## config.mk

```make
export PLATFORM = sky130hd
export DESIGN_NAME = cdb_arbiter_flat
export DESIGN_NICKNAME = d
export VERILOG_FILES = /design/src/rtl/cdb_arbiter_if.sv /design/src/rtl/cdb_arbiter.sv /design/src/flat_wrapper.sv
export SDC_FILE = /design/constraint.sdc
export NUM_CORES = 1
export LEC_CHECK = 0
export ABC_AREA = 1
export BUFFER_PORTS_ARGS = -buffer_cell sky130_fd_sc_hd__buf_2
export CORE_AREA = 2 2 154 156
export CTS_BUF_LIST = sky130_fd_sc_hd__clkbuf_4 sky130_fd_sc_hd__clkbuf_8
export DETAILED_ROUTE_END_ITERATION = 8
export DIE_AREA = 0 0 156 158
export GPL_TIMING_DRIVEN = 0
export HOLD_SLACK_MARGIN = 0.1
export PLACE_DENSITY_LB_ADDON = 0.05
export SYNTH_ARGS = -nofsm -noshare
export SYNTH_HDL_FRONTEND = slang
export SYNTH_SLANG_ARGS = --single-unit
```

## constraint.sdc

```tcl
create_clock -name clk -period 3.1 [get_ports clk]
set_input_delay 0 -clock clk [delete_from_list [all_inputs] [get_ports clk]]
set_output_delay 0 -clock clk [all_outputs]
set_load 0.02 [all_outputs]
```

## src/rtl/cdb_arbiter_if.sv

```systemverilog
// CDB arbiter bus: per-unit request/result lanes in, granted write-back out.
interface cdb_arbiter_if #(
  parameter int DATA  = 32,
  parameter int UNITS = 6,
  parameter int RD    = 8,
  parameter int EXP   = 4
);
  logic [UNITS-1:0]           wb_req_;
  logic [UNITS-1:0]           wb_ack_;
  logic [UNITS-1:0][RD-1:0]   unit_pre_rd;
  logic                       pre_wb_e_;
  logic [RD-1:0]              pre_wb_rd;
  logic [UNITS-1:0]           unit_wb_e_;
  logic [UNITS-1:0][RD-1:0]   unit_wb_rd;
  logic [UNITS-1:0][DATA-1:0] unit_wb_data;
  logic [UNITS-1:0]           unit_wb_exp_;
  logic [UNITS-1:0][EXP-1:0]  unit_wb_code;
  logic                       wb_e_;
  logic [RD-1:0]              wb_rd;
  logic [DATA-1:0]            wb_data;
  logic                       wb_exp_;
  logic [EXP-1:0]             wb_exp_code;
  logic                       conflict;
  logic                       proto_err;

  // execution-unit side
  modport master (
    output wb_req_, unit_pre_rd, unit_wb_e_, unit_wb_rd, unit_wb_data, unit_wb_exp_, unit_wb_code,
    input  wb_ack_, pre_wb_e_, pre_wb_rd, wb_e_, wb_rd, wb_data, wb_exp_, wb_exp_code,
           conflict, proto_err
  );

  // arbiter side
  modport slave (
    input  wb_req_, unit_pre_rd, unit_wb_e_, unit_wb_rd, unit_wb_data, unit_wb_exp_, unit_wb_code,
    output wb_ack_, pre_wb_e_, pre_wb_rd, wb_e_, wb_rd, wb_data, wb_exp_, wb_exp_code,
           conflict, proto_err
  );
endinterface

```

## src/rtl/cdb_arbiter.sv

```systemverilog
// Round-robin CDB arbiter: stage 0 grants and pre-broadcasts the destination,
// stage 1 (next cycle) muxes the winner's result onto the CDB.

// Per-unit stage-1 lane: gates one unit's result into an OR-able form.
module cdb_arbiter_lane #(
  parameter int DATA = 32,
  parameter int RD   = 8,
  parameter int EXP  = 4
) (
  input  logic            sel,
  input  logic            wb_e_,
  input  logic [RD-1:0]   rd,
  input  logic [DATA-1:0] data,
  input  logic            exp_,
  input  logic [EXP-1:0]  code,
  output logic            vld,
  output logic            miss,
  output logic [RD-1:0]   rd_o,
  output logic [DATA-1:0] data_o,
  output logic            exc,
  output logic [EXP-1:0]  code_o
);
  // active-low flags inverted so lanes can be OR-combined
  assign vld    = sel & ~wb_e_;
  assign miss   = sel & wb_e_;
  assign exc    = sel & ~exp_;
  assign rd_o   = sel ? rd   : '0;
  assign data_o = sel ? data : '0;
  assign code_o = sel ? code : '0;
endmodule

module cdb_arbiter #(
  parameter int DATA  = 32,
  parameter int UNITS = 6,
  parameter int RD    = 8,
  parameter int EXP   = 4
) (
  input  logic          clk,
  input  logic          reset_,
  input  logic          flush_,
  cdb_arbiter_if.slave  bus
);
  localparam int PW = (UNITS > 1) ? $clog2(UNITS) : 1;

  logic [PW-1:0] rr_ptr, grant_q, win, rr_nxt;
  logic          win_vld, valid_q, s1_act, miss_any;

  logic [UNITS-1:0]           lane_sel, lane_vld, lane_miss, lane_exc;
  logic [UNITS-1:0][RD-1:0]   lane_rd;
  logic [UNITS-1:0][DATA-1:0] lane_data;
  logic [UNITS-1:0][EXP-1:0]  lane_code;

  // stage 0: first requester scanning upward from rr_ptr with wrap
  always_comb begin
    int          idx;
    logic [PW-1:0] idx_w;
    win     = '0;
    win_vld = 1'b0;
    idx     = 0;
    idx_w   = '0;
    for (int k = UNITS-1; k >= 0; k--) begin
      idx = int'(rr_ptr) + k;
      if (idx >= UNITS) idx = idx - UNITS;
      idx_w = PW'(idx);
      if (!bus.wb_req_[idx_w]) begin
        win     = idx_w;
        win_vld = 1'b1;
      end
    end
    if (!reset_ || !flush_) win_vld = 1'b0;
  end

  assign rr_nxt = (win == PW'(UNITS-1)) ? '0 : win + 1'b1;

  // stage 0 outputs: same-cycle ack and early destination broadcast
  always_comb begin
    bus.wb_ack_   = '1;
    bus.pre_wb_e_ = 1'b1;
    bus.pre_wb_rd = '0;
    if (win_vld) begin
      bus.wb_ack_[win] = 1'b0;
      bus.pre_wb_e_    = 1'b0;
      bus.pre_wb_rd    = bus.unit_pre_rd[win];
    end
  end

  assign bus.conflict = reset_ && flush_ && ($countones(~bus.wb_req_) > 1);

  // stage 0 -> stage 1 registers; pointer only advances on a grant
  always_ff @(posedge clk) begin
    if (!reset_) begin
      rr_ptr        <= '0;
      grant_q       <= '0;
      valid_q       <= 1'b0;
      bus.proto_err <= 1'b0;
    end else begin
      valid_q <= win_vld;
      if (win_vld) begin
        grant_q <= win;
        rr_ptr  <= rr_nxt;
      end
      if (miss_any) bus.proto_err <= 1'b1;
    end
  end

  // stage 1 is killed by flush in the same cycle
  assign s1_act = valid_q && flush_;

  for (genvar i = 0; i < UNITS; i++) begin : g_lane
    assign lane_sel[i] = s1_act && (grant_q == PW'(i));
    cdb_arbiter_lane #(.DATA(DATA), .RD(RD), .EXP(EXP)) u_lane (
      .sel    (lane_sel[i]),
      .wb_e_  (bus.unit_wb_e_[i]),
      .rd     (bus.unit_wb_rd[i]),
      .data   (bus.unit_wb_data[i]),
      .exp_   (bus.unit_wb_exp_[i]),
      .code   (bus.unit_wb_code[i]),
      .vld    (lane_vld[i]),
      .miss   (lane_miss[i]),
      .rd_o   (lane_rd[i]),
      .data_o (lane_data[i]),
      .exc    (lane_exc[i]),
      .code_o (lane_code[i])
    );
  end

  // stage 1: OR-combine the one-hot lanes onto the CDB
  always_comb begin
    logic [RD-1:0]   rd_acc;
    logic [DATA-1:0] data_acc;
    logic [EXP-1:0]  code_acc;
    rd_acc   = '0;
    data_acc = '0;
    code_acc = '0;
    for (int i = 0; i < UNITS; i++) begin
      rd_acc   = rd_acc   | lane_rd[i];
      data_acc = data_acc | lane_data[i];
      code_acc = code_acc | lane_code[i];
    end
    bus.wb_rd       = rd_acc;
    bus.wb_data     = data_acc;
    bus.wb_exp_code = code_acc;
  end

  assign bus.wb_e_   = ~|lane_vld;
  assign bus.wb_exp_ = ~|lane_exc;
  assign miss_any    = |lane_miss;
endmodule

```

## src/flat_wrapper.sv

```systemverilog
// flat-port wrapper written by rule: the top's interface ports become plain ports
module cdb_arbiter_flat 
#(
  parameter int DATA  = 32,
  parameter int UNITS = 6,
  parameter int RD    = 8,
  parameter int EXP   = 4
)
  (clk, reset_, flush_, bus_wb_req_, bus_unit_pre_rd, bus_unit_wb_e_, bus_unit_wb_rd, bus_unit_wb_data, bus_unit_wb_exp_, bus_unit_wb_code, bus_wb_ack_, bus_pre_wb_e_, bus_pre_wb_rd, bus_wb_e_, bus_wb_rd, bus_wb_data, bus_wb_exp_, bus_wb_exp_code, bus_conflict, bus_proto_err);
  cdb_arbiter_if #(.DATA(DATA), .UNITS(UNITS), .RD(RD), .EXP(EXP)) bus_i ();
  input  logic clk;
  input  logic reset_;
  input  logic flush_;
  input wire logic [$bits(bus_i.wb_req_)-1:0] bus_wb_req_;
  input wire logic [$bits(bus_i.unit_pre_rd)-1:0] bus_unit_pre_rd;
  input wire logic [$bits(bus_i.unit_wb_e_)-1:0] bus_unit_wb_e_;
  input wire logic [$bits(bus_i.unit_wb_rd)-1:0] bus_unit_wb_rd;
  input wire logic [$bits(bus_i.unit_wb_data)-1:0] bus_unit_wb_data;
  input wire logic [$bits(bus_i.unit_wb_exp_)-1:0] bus_unit_wb_exp_;
  input wire logic [$bits(bus_i.unit_wb_code)-1:0] bus_unit_wb_code;
  output wire logic [$bits(bus_i.wb_ack_)-1:0] bus_wb_ack_;
  output wire logic [$bits(bus_i.pre_wb_e_)-1:0] bus_pre_wb_e_;
  output wire logic [$bits(bus_i.pre_wb_rd)-1:0] bus_pre_wb_rd;
  output wire logic [$bits(bus_i.wb_e_)-1:0] bus_wb_e_;
  output wire logic [$bits(bus_i.wb_rd)-1:0] bus_wb_rd;
  output wire logic [$bits(bus_i.wb_data)-1:0] bus_wb_data;
  output wire logic [$bits(bus_i.wb_exp_)-1:0] bus_wb_exp_;
  output wire logic [$bits(bus_i.wb_exp_code)-1:0] bus_wb_exp_code;
  output wire logic [$bits(bus_i.conflict)-1:0] bus_conflict;
  output wire logic [$bits(bus_i.proto_err)-1:0] bus_proto_err;
  assign bus_i.wb_req_ = bus_wb_req_;
  assign bus_i.unit_pre_rd = bus_unit_pre_rd;
  assign bus_i.unit_wb_e_ = bus_unit_wb_e_;
  assign bus_i.unit_wb_rd = bus_unit_wb_rd;
  assign bus_i.unit_wb_data = bus_unit_wb_data;
  assign bus_i.unit_wb_exp_ = bus_unit_wb_exp_;
  assign bus_i.unit_wb_code = bus_unit_wb_code;
  assign bus_wb_ack_ = bus_i.wb_ack_;
  assign bus_pre_wb_e_ = bus_i.pre_wb_e_;
  assign bus_pre_wb_rd = bus_i.pre_wb_rd;
  assign bus_wb_e_ = bus_i.wb_e_;
  assign bus_wb_rd = bus_i.wb_rd;
  assign bus_wb_data = bus_i.wb_data;
  assign bus_wb_exp_ = bus_i.wb_exp_;
  assign bus_wb_exp_code = bus_i.wb_exp_code;
  assign bus_conflict = bus_i.conflict;
  assign bus_proto_err = bus_i.proto_err;
  cdb_arbiter #(.DATA(DATA), .UNITS(UNITS), .RD(RD), .EXP(EXP)) u_core (.clk(clk), .reset_(reset_), .flush_(flush_), .bus(bus_i));
endmodule
```

==> results of run 1 <==
-- per-layer routing --
metal  wire length [µm]  GRT usage, %
met4                531          4.67
met2              13100          34.7
met5                 12             0
met1              12600          28.5
met3               2850          7.36
-- state kept, by name (all words and copies together) (netlist names) --
| register | count |
|---|---|
| u_core.grant_q | 3 |
| u_core.rr_ptr | 3 |
| u_core.bus.proto_err | 1 |
| u_core.valid_q | 1 |
-- worst register-to-register path: stages, from the launching register on --
cell	delay [ps]
dfxtp_1	380
inv_1	120
nor4_4	540
buf_6	210
clkbuf_1	600
nand2_1	100
a31oi_1	190
dlygate4sd3_1	560
-- worst max-delay path by stage --
stage / depth (start not counted) / end
floorplan: 18 / u_core.rr_ptr[2]
global placement: 20 / bus_pre_wb_rd[2]
finish: 23 / bus_pre_wb_rd[3]
CTS: 7 / bus_wb_rd[0]
global route: 22 / bus_pre_wb_rd[3]
detailed placement: 20 / bus_pre_wb_rd[2]
-- cell usage after synthesis --
| master | instances | area share (%) |
|---|---|---|
| nand2_1 | 263 | 28 |
| nand3_1 | 62 | 8.8 |
| inv_1 | 52 | 5.5 |
| nand4_1 | 43 | 7.6 |
| a22o_1 | 40 | 9.9 |
| a21oi_1 | 38 | 5.4 |
| clkbuf_1 | 21 | 2.2 |
| a221oi_1 | 18 | 4.4 |
| ha_1 | 14 | 4.9 |
| nor2_1 | 13 | 1.4 |
| nand2_2 | 11 | 1.9 |
| dfxtp_1 | 8 | 4.5 |
| inv_2 | 7 | 0.74 |
| buf_6 | 6 | 1.9 |
| o21ai_0 | 6 | 0.85 |
| o21ai_1 | 6 | 0.85 |
| o22ai_1 | 6 | 1.1 |
| nand2_4 | 5 | 1.6 |
| clkinv_1 | 4 | 0.42 |
| nand3_2 | 4 | 1.1 |
| buf_1 | 3 | 0.32 |
| a21oi_4 | 2 | 0.92 |
| fa_1 | 2 | 1.1 |
| nor2_2 | 2 | 0.35 |
| nor3_1 | 2 | 0.28 |
| nor4_2 | 2 | 0.71 |
| o21ai_2 | 2 | 0.49 |
| a211oi_1 | 1 | 0.21 |
| a21boi_0 | 1 | 0.21 |
| a21oi_2 | 1 | 0.25 |
| a31oi_1 | 1 | 0.18 |
| buf_2 | 1 | 0.14 |
| nand2_8 | 1 | 0.56 |
| nor2_4 | 1 | 0.32 |
| nor3_2 | 1 | 0.28 |
| o21bai_1 | 1 | 0.21 |
| o31ai_1 | 1 | 0.21 |
| xnor2_1 | 1 | 0.25 |
-- what timing repair did --
item | in CTS | in global routing
buffers inserted | 17 | 4
setup endpoints to repair | 21 | 31
hold endpoints to repair | 1 | 0
pin swaps | 7 | 14
gates cloned | 2 | 0
hold buffers | 2 | 0
gates resized for setup | 23 | 42
-- per-stage QoR --
stage / setup slack, ps / cell area (µm²)
global placement: -304 / 5880
CTS: -1.34 / 6210
finish: 185 / 6380
floorplan: 390 / 3540
global route: -18.1 / 6370
detailed placement: -247 / 5890
-- logic make-up after synthesis --
| group | after synthesis | synth area share, % |
|---|---|---|
| simple gates | 410 | 52.8 |
| compound gates | 124 | 25.1 |
| buf+inv | 94 | 11.3 |
| fa+ha+maj | 16 | 6.07 |
| flops | 8 | 4.52 |
| xor+xnor | 1 | 0.247 |
-- where the power goes --
group / internal, mW / total (mW) / switching, mW / leakage (nW)
sequential: 0.135 / 0.176 / 0.0411 / 0.0680
clock: 0.0842 / 0.126 / 0.0416 / 0.0216
combinational: 1.63 / 4.07 / 2.44 / 3.42
-- cell type report --
cell class	count	area [µm²]	share of cell area, %
multi-input combinational	552	3120	49.0
timing repair buffer	420	2250	35.3
tap	290	363	5.69
inverter	63	244	3.83
sequential	8	171	2.69
buffer	30	165	2.59
clock buffer	3	41.3	0.647
antenna	9	22.5	0.353
==> out/qor.txt, run 1 <==
Fin. Hold Viols - 0
total power - 4.38 mW
CP Data Required Time - 3100 ps
final net count - 1427
post-route ant nets - 0
Seq/Total Area, Yosys - 4.52%
Netlist cell types - 38
syn_area_per_cell - 5.43 µm²
fin crit period - 2910 ps
Final Non-Filler Cells - 1375
final WL - 29100 µm
hold depth - 3
CP most frequent cell - nand2_2
worst-case hold slack - 140 ps
Total GRT Usage - 21.8%
Top-Level Pins - 396
Setup crit start - u_core.rr_ptr[0]
r2r startpoint - u_core.grant_q[1]
Top delay family on crit path - simple AND/OR/NAND/NOR gates
CTS tree - done
Die Ht - 158 µm
DRT Pass-1 Iters - 5
post-synthesis register bit count - 8
status - finished, final reports clean
TritonCTS sink count - 8
r2r endpoint - u_core.bus.proto_err
worst hold start - reset_
largest fanout on the critical path - 6
fmax - 0.343 GHz
clk_lat worst skew - 230 ps
largest net degree at the start of global routing - 12
CTS H-tree depth - 1
Worst VDD drop - 0.000420 V
RSZ-0062 raised after global routing - yes
Syn Inst Count - 653
Crit Path Class - register to primary output
Layout fillers - 2738
mapped cell area - 3540 µm²
Max-slew headroom - 44.6%
Worst path max stage delay - 350 ps
Root Driver - clkbuf_8
Synth warnings - 0
setup tns final - 0 ps
Worst R2R Path Depth - 7
die area - 24600 µm²
Final Wtd Congestion - 0.908
total CTS buffers - 3
worst min path class - input port to register
vias - 6156
startpoint types - register
clk slew on worst S/H paths - 40 ps
most frequent cells in the layout - buf_2, nand2_1, nand3_1
CP Cell Sequence - buf_8 > inv_4 > ha_4 > buf_6 > inv_4 > nand2_2 > nand3_2 > nand2_2 > nand2_2 > nand2_4 > nand2_1 > nand3_2 > nand2_4 > nand2_2 > nand2_2 > nand2_4 > nand2_8 > bufbuf_16 > nand2_1 > nand2_1 > nand3_1 > nand2_1 > buf_6
Arr. time, crit path - 2910 ps
crit share post-route - 94.0%
antenna violations before repair - 10
Core Util, Final - 27.7%
final clock skew - 1.57 ps
1st-iter DRT viols - 410
commonest non-fill, non-tap cell in the layout - buf_2
layout cell share with drive strength beyond 1 - 46.5%
Worst Hold Endpoint - u_core.grant_q[1]
syn_nets - 1002
worst-margin pin slew - 831 ps
Bufs and invs on worst path - 6
Initial Utilization - 15.4%
final setup fails - 0
dpl hpwl - 24800 µm
core area - 23100 µm²
Power Density - 686 nW/µm²
placed cells - 1339
leakage - 3.51 nW
Layout area overhead - 80.0%
row count - 56
CP Capture Type - primary output
DIE WIDTH - 156 µm
DR WL/cell - 21.2 µm
Congestion Overflow GR - 0
MaxCap Viol Count - 0
first-pass GRT wire length - 39500 µm
number of I/O port buffers - 395
vias in the first global route - 5933
DRC - 0
CP max-delay cell - dfxtp_4
fin. max-slew vios - 0
flop2flop setup slack - 350 ps
DR vias/cell - 4.48
clk buf depth - 2
Note: power is estimated with default switching activity, not from simulation.
==> inputs of run 2 (changes only) <==
- CELL_PAD_IN_SITES_DETAIL_PLACEMENT: not set -> 1
- CELL_PAD_IN_SITES_GLOBAL_PLACEMENT: not set -> 2
- CORE_AREA: 2 2 154 156 -> not set
- CORE_MARGIN: not set -> 1
- CORE_UTILIZATION: not set -> 14
- DIE_AREA: 0 0 156 158 -> not set
==> run 2 against run 1 <==
  * Cell count is 3.3% higher
  * Maximum frequency is 1.6% lower
  * Utilization is 0.67 points lower
  * Critical endpoint unchanged
  * Worst hold slack worse by 32 ps
  * Largest cell class unchanged
  * Clock power hardly changed
  * Global-route usage is 0.97 points lower
  * Die area is 5.3% higher
  * Combinational power is 12% higher
  * Sequential share of layout area is 0.11 points lower
  * Clock skew is 0.89 ps lower
  * Via count is 0.68% higher
  * Power is 11% higher
==> out/qor.txt, run 2 (synthesis results as in run 1) <==
startpoint types - register
Congestion Overflow GR - 0 (unchanged)
status - finished, final reports clean
Bufs and invs on worst path - 6 (unchanged)
Power Density - 730 nW/µm² (+6.4%)
CP Data Required Time - 3100 ps (about the same)
crit share post-route - 95.5% (+1.5 points)
Max-slew headroom - 26.2% (-18 points)
Root Driver - clkbuf_8
RSZ-0062 raised after global routing - yes
leakage - 3.56 nW (+1.6%)
post-route ant nets - 0 (unchanged)
CP most frequent cell - nand2_4
grt peak-use layer - met2
final setup fails - 0 (unchanged)
die area - 26000 µm² (+5.3%)
core area - 24600 µm² (+6.7%)
CP Capture Type - primary output
met1 Usage GRT - 24.8% (-3.7 points)
DRC - 0 (unchanged)
largest net degree at the start of global routing - 11 (-1)
DP Area - 5930 µm² (+0.53%)
vias - 6198 (+0.68%)
worst min path class - input port to register
DRT Pass-1 Iters - 4 (-1)
final clock skew - 0.680 ps (-0.886 ps)
Top delay family on crit path - simple AND/OR/NAND/NOR gates
total CTS buffers - 3 (unchanged)
row count - 57 (+1.8%)
Fin. Hold Viols - 0 (unchanged)
CTS H-tree depth - 1 (unchanged)
CP max-delay cell - dfxtp_4
final net count - 1436 (+0.63%)
met2 usage - 38.2% (+3.6 points)
Total GRT Usage - 20.8% (-0.97 points)
final WL - 28500 µm (-2.1%)
largest fanout on the critical path - 6 (unchanged)
Worst VDD drop - 0.000349 V (-17%)
Crit Path Class - register to primary output
Top-Level Pins - 396 (unchanged)
DIE WIDTH - 161 µm (+3.3%)
met3 GRT Util - 4.11% (-3.3 points)
DR vias/cell - 4.36 (-2.6%)
clk_lat worst skew - 220 ps (about the same)
commonest non-fill, non-tap cell in the layout - buf_2
CTS tree - done
CP Cell Sequence - clkinvlp_4 > ha_4 > buf_8 > inv_8 > nand2_8 > nand3_4 > nand2_4 > nand2_4 > nand2_4 > nand2_2 > nand3_2 > nand2_4 > buf_6 > nor3_4 > nand2_4 > nand2_8 > buf_8 > nand3_2 > nand4_1 > nand2_2 > buf_6
layout cell share with drive strength beyond 1 - 48.4% (+1.9 points)
TritonCTS sink count - 8 (unchanged)
worst-margin pin slew - 1100 ps (+267 ps)
fmax - 0.338 GHz (-1.6%)
Final Wtd Congestion - 0.803 (-12%)
Die Ht - 161 µm (+2.0%)
Worst path max stage delay - 350 ps (about the same)
most frequent cells in the layout - buf_2, nand2_1, nand3_1
1st-iter DRT viols - 232 (-43%)
Arr. time, crit path - 2960 ps (+50 ps)
vias in the first global route - 6458 (+8.8%)
clk slew on worst S/H paths - 40 ps (about the same)
antenna violations before repair - 15 (+5)
number of I/O port buffers - 395 (unchanged)
Initial Utilization - 14.4% (-0.97 points)
fin. max-slew vios - 0 (unchanged)
fin crit period - 2960 ps (+47.1 ps)
DR WL/cell - 20.1 µm (-5.2%)
final instance area - 6640 µm² (+4.1%)
clk buf depth - 2 (unchanged)
Final WS setup - 138 ps (-47.1 ps)
dpl hpwl - 24100 µm (-3.1%)
biggest regs - u_core.grant_q: 3 flops, u_core.rr_ptr: 3 flops
first-pass GRT wire length - 40700 µm (+3.0%)
Layout area overhead - 87.4%
MaxCap Viol Count - 0 (unchanged)
DP Worst Slack - -281 ps (-33.6 ps)
-- run 2: cell types whose count changed in the layout (fill, tap and decap cells not counted), moves of 3 or more --
cell      delta
nand3_1      -5
clkbuf_2     -5
buf_4        +3
clkbuf_1     +5
nand2_2      +8
nand2_1     -13
diode_2      +3
nand3_2      +4
buf_6        +7
-- run 2: where the power goes --
group          switching, mW  internal [mW]  total [mW]
logic                   2.66           1.90        4.56
registers             0.0337          0.135       0.168
clock network         0.0398         0.0840       0.124
total                   2.73           2.12        4.85
-- run 2: area by class of cell --
type / instances / area [µm²]
inverter: 63 / 250
tap: 324 / 405
clock buffer: 3 / 41.3
multi-input combinational: 551 / 3240
buffer: 30 / 169
sequential: 8 / 171
antenna: 12 / 30.0
fill: 3310 / 18000
timing repair buffer: 430 / 2340
-- run 2: repair_timing --
action	CTS	global route
gates resized for setup	22	76
cloned	0	1
setup endpoints to repair	19	14
hold buffers	2	0
hold endpoints to repair	1	0
pin swaps	11	30
setup buffers	22	10
-- run 2: final timing paths --
| path | start | end | slack (ps) | depth (start not counted) |
|---|---|---|---|---|
| min reg2reg | u_core.grant_q[1] | u_core.grant_q[1] | 540 | 2 |
| max | u_core.rr_ptr[1] | bus_pre_wb_rd[3] | 140 | 21 |
| max reg2reg | u_core.rr_ptr[1] | u_core.rr_ptr[2] | 360 | 22 |
| min | bus_unit_wb_e_[1] | u_core.bus.proto_err | 110 | 3 |
-- run 2: routing by layer --
| layer | part of all wire [%] | routed length, µm |
|---|---|---|
| met5 | 0.18 | 50 |
| met4 | 0.96 | 273 |
| met3 | 5.4 | 1530 |
| met2 | 52 | 14800 |
| met1 | 42 | 11800 |
-- run 2: per-stage QoR --
step / util (%) / power (mW) / std cells / hold slack (ps) / setup TNS (ps)
final: 27.0 / 4.85 / 1421 / 107 / 0
after global routing: 27.0 / 5.32 / 1419 / 138 / -336
after CTS: 25.3 / 4.14 / 1398 / 103 / 0
after detailed placement: 24.1 / 3.56 / 1372 / 313 / -2970
after global placement: 24.1 / 3.56 / 1372 / 316 / -2890
after floorplan: - / 2.46 / 653 / 142 / 0
-- run 2: tightest hold or removal path, stage by stage --
cell	delay, ps
buf_2	90
a221oi_1	70
a31oi_1	130
==> inputs of run 3 (changes only) <==
- ABC_AREA: 1 -> not set
- CORE_AREA: not set -> 2 2 153 155
- CORE_MARGIN: 1 -> not set
- CORE_UTILIZATION: 14 -> not set
- CTS_CLUSTER_DIAMETER: not set -> 40
- DIE_AREA: not set -> 0 0 155 157
==> run 3 against run 2 <==
  * Design area grew 5.6%
  * Largest power group unchanged
  * Via count increased by 2.7%
  * Worst hold slack got worse by 18 ps
  * Sequential power about the same
  * The flow now finishes with violations (negative setup slack)
  * Global-route usage grew 4.4 points
  * Largest cell class unchanged
  * Synthesized area increased by 1.5%
  * Non-clock buffer count rose by 23
  * Combinational power fell by 2%
  * Count of clock-buffer cells in the layout rose by 1
  * Die area fell by 6.2%
==> out/qor.txt, run 3 <==
clk buf depth - 2 (unchanged)
flop2flop setup slack - -80 ps (-440 ps)
Reg area - 171 µm² (unchanged)
Die Ht - 157 µm (-2.5%)
Total GRT Usage - 25.2% (+4.4 points)
Final Wtd Congestion - 0.996 (+24%)
Seq/Total Area, Yosys - 4.45% (-0.068 points)
CTS H-tree depth - 1 (unchanged)
Final WS setup - -464 ps (-602 ps)
TritonCTS sink count - 8 (unchanged)
violated checks - negative setup slack
clk slew on worst S/H paths - 50 ps (about the same)
1st-iter DRT viols - 414 (+78%)
Worst VDD drop - 0.000431 V (+24%)
post-synthesis register bit count - 8 (unchanged)
core area - 22500 µm² (-8.5%)
Top-Level Pins - 396 (unchanged)
multi-input logic area - 3590 µm² (+11%)
Synth warnings - 0 (unchanged)
clk_lat worst skew - 240 ps (+20 ps)
commonest non-fill, non-tap cell in the layout - buf_2
number of I/O port buffers - 395 (unchanged)
startpoint types - register
Power Density - 680 nW/µm² (-6.8%)
CP max-delay cell - dfxtp_4
post-route ant nets - 0 (unchanged)
largest fanout on the critical path - 8 (+2)
DP Worst Slack - -820 ps (-539 ps)
final setup fails - 15 (+15)
Synth Flop Type - dfxtp_1
vias - 6366 (+2.7%)
worst-margin pin slew - 788 ps (-310 ps)
largest net degree at the start of global routing - 11 (unchanged)
layout cell share with drive strength beyond 1 - 58.5% (+10 points)
mapped cell area - 3600 µm² (+1.5%)
largest family of logic cells by synthesized area - compound AO/OA/AOI/OAI gates
Bufs and invs on worst path - 8 (+2)
Max-slew headroom - 47.2% (+21 points)
antenna violations before repair - 14 (-1)
Layout fillers - 2848 (-14%)
syn_nets - 861 (-14%)
CP Data Required Time - 3100 ps (about the same)
post-synthesis simple-gate area fraction - 21.1% (-32 points)
Worst path max stage delay - 360 ps (about the same)
final WL - 33100 µm (+16%)
biggest regs - u_core.grant_q: 3 flops, u_core.rr_ptr: 3 flops
area share of the largest cell type after synthesis - 28.4% (+0.52 points)
placed cells - 1192 (-13%)
ranking of synthesized cells by area - a22oi_1, nand3_1, ha_1
Top delay family on crit path - buffers and inverters
CP Cell Sequence - buf_6 > buf_12 > clkinv_8 > ha_4 > buf_8 > buf_6 > nor3_1 > a211oi_2 > buf_4 > a211oi_4 > a31oi_4 > and3_4 > nor2_4 > buf_12 > mux2_4 > a221o_1 > buf_6
Post-synth EDFFs - 0 (unchanged)
final net count - 1309 (-8.8%)
final clock skew - 5.82 ps (+5.14 ps)
Post-synth ARST share - 0% (unchanged)
Initial Utilization - 16.0% (+1.6 points)
fin crit period - 3560 ps (+602 ps)
RSZ-0062 raised after global routing - yes
CTS tree - done
fmax - 0.281 GHz (-17%)
Synth Area in Compound Gates - 47.7% (+23 points)
CP most frequent cell - buf_6
DR vias/cell - 5.08 (+16%)
Final Non-Filler Cells - 1254 (-12%)
leakage - 3.32 nW (-6.8%)
DRT Pass-1 Iters - 5 (+1)
DRC - 0 (unchanged)
MaxCap Viol Count - 0 (unchanged)
multiplexer share of the synthesized area - 12.1% (+12 points)
die area - 24300 µm² (-6.2%)
syn_area_per_cell - 7.03 µm² (+29%)
worst-case hold slack - 89.5 ps (-17.8 ps)
Crit Path Class - register to primary output
Syn Inst Count - 512 (-22%)
most numerous cell in the Yosys netlist - a22oi_1
dpl hpwl - 27800 µm (+16%)
adder-cell share of the synthesized area - 5.98% (-0.091 points)
vias in the first global route - 6749 (+4.5%)
most frequent cells in the layout - buf_2, a22oi_1, nand3_1
DR WL/cell - 26.4 µm (+32%)
first-pass GRT wire length - 45300 µm (+11%)
xor/xnor cell area share of the yosys netlist - 1.63% (+1.4 points)
total CTS buffers - 3 (unchanged)
Post-synth top cells - a22oi_1, nand3_1, nand2_1
fin. max-slew vios - 0 (unchanged)
Root Driver - clkbuf_8
DIE WIDTH - 155 µm (-3.8%)
Layout area overhead - 94.9%
worst min path class - input port to register
status - finished with violations
row count - 55 (-3.5%)
Netlist cell types - 66 (+74%)
area leader, netlist - a22oi_1
Fin. Hold Viols - 0 (unchanged)
CP Capture Type - primary output
Congestion Overflow GR - 0 (unchanged)
crit share post-route - 115% (+19 points)
Arr. time, crit path - 3560 ps (+600 ps)
## run 3: metrics by stage
step | util (%) | setup TNS [ps] | cell area, µm² | power [mW]
6_report | 31.2 | -4660 | 7010 | 4.77
2_1_floorplan | - | -596 | 3720 | 2.40
3_5_place_dp | 26.9 | -11170 | 6060 | 3.46
4_1_cts | 30.2 | -4530 | 6790 | 4.51
3_3_place_gp | 26.9 | -10890 | 6060 | 3.41
5_1_grt | 31.2 | -6570 | 7010 | 5.09
## run 3: per-layer routing
layer / vias up / wire length (µm) / global-route usage (%)
met5: - / 39 / 0
li1: 2959 / - / -
met2: 274 / 16200 / 43.0
met3: 30 / 3250 / 9.69
met4: 6 / 595 / 5.78
met1: 3097 / 13100 / 29.8
## run 3: worst paths after layout
check / end / cells past startpoint / from
worst max-delay path: bus_pre_wb_rd[4] / 17 / u_core.rr_ptr[0]
worst min-delay path: u_core.bus.proto_err / 3 / bus_unit_wb_e_[0]
worst max register to register: u_core.rr_ptr[0] / 19 / u_core.rr_ptr[0]
worst min register to register: u_core.bus.proto_err / 2 / u_core.bus.proto_err
## run 3: layout make-up
class,instances,share of cell area [%]
multi-input combinational,448,51.2
timing repair buffer,446,35.7
tap,285,5.09
buffer,37,3.18
sequential,8,2.45
inverter,16,1.32
clock buffer,4,0.696
antenna,10,0.357
## run 3: where the power goes
group / total [mW] / internal (mW) / switching, mW / leakage, nW
Sequential: 0.166 / 0.139 / 0.0271 / 0.0678
Clock: 0.148 / 0.0985 / 0.0490 / 0.0262
Combinational: 4.46 / 2.03 / 2.43 / 3.23
Total: 4.77 / 2.27 / 2.50 / 3.32
## run 3: worst register-to-register path, delay by kind of cell (launching register included)
kind	cells	cell delay [ps]
compound gates	4	560
fa+ha+maj	1	260
buf+inv	10	1230
flops	1	360
simple gates	4	700
## run 3: cell families (layout without fill, tap and decap cells)
group / after synthesis / in the layout
and+or+nand+nor: 154 / 154
AOI/OAI and AO/OA: 235 / 235
xor gates and xnor gates: 5 / 5
muxes: 38 / 38
adders and majority gates: 16 / 16
DFF: 8 / 8
buffers and inverters: 56 / 503
other: 0 / 10
## run 3: timing repair
item / CTS / global route
endpoints found under the setup margin: 39 / 28
hold buffers: 1 / 0
cloned: 1 / 0
pin swaps: 19 / 7
hold endpoints to repair: 1 / 0
resized for setup: 76 / 36
setup buffers: 43 / 6
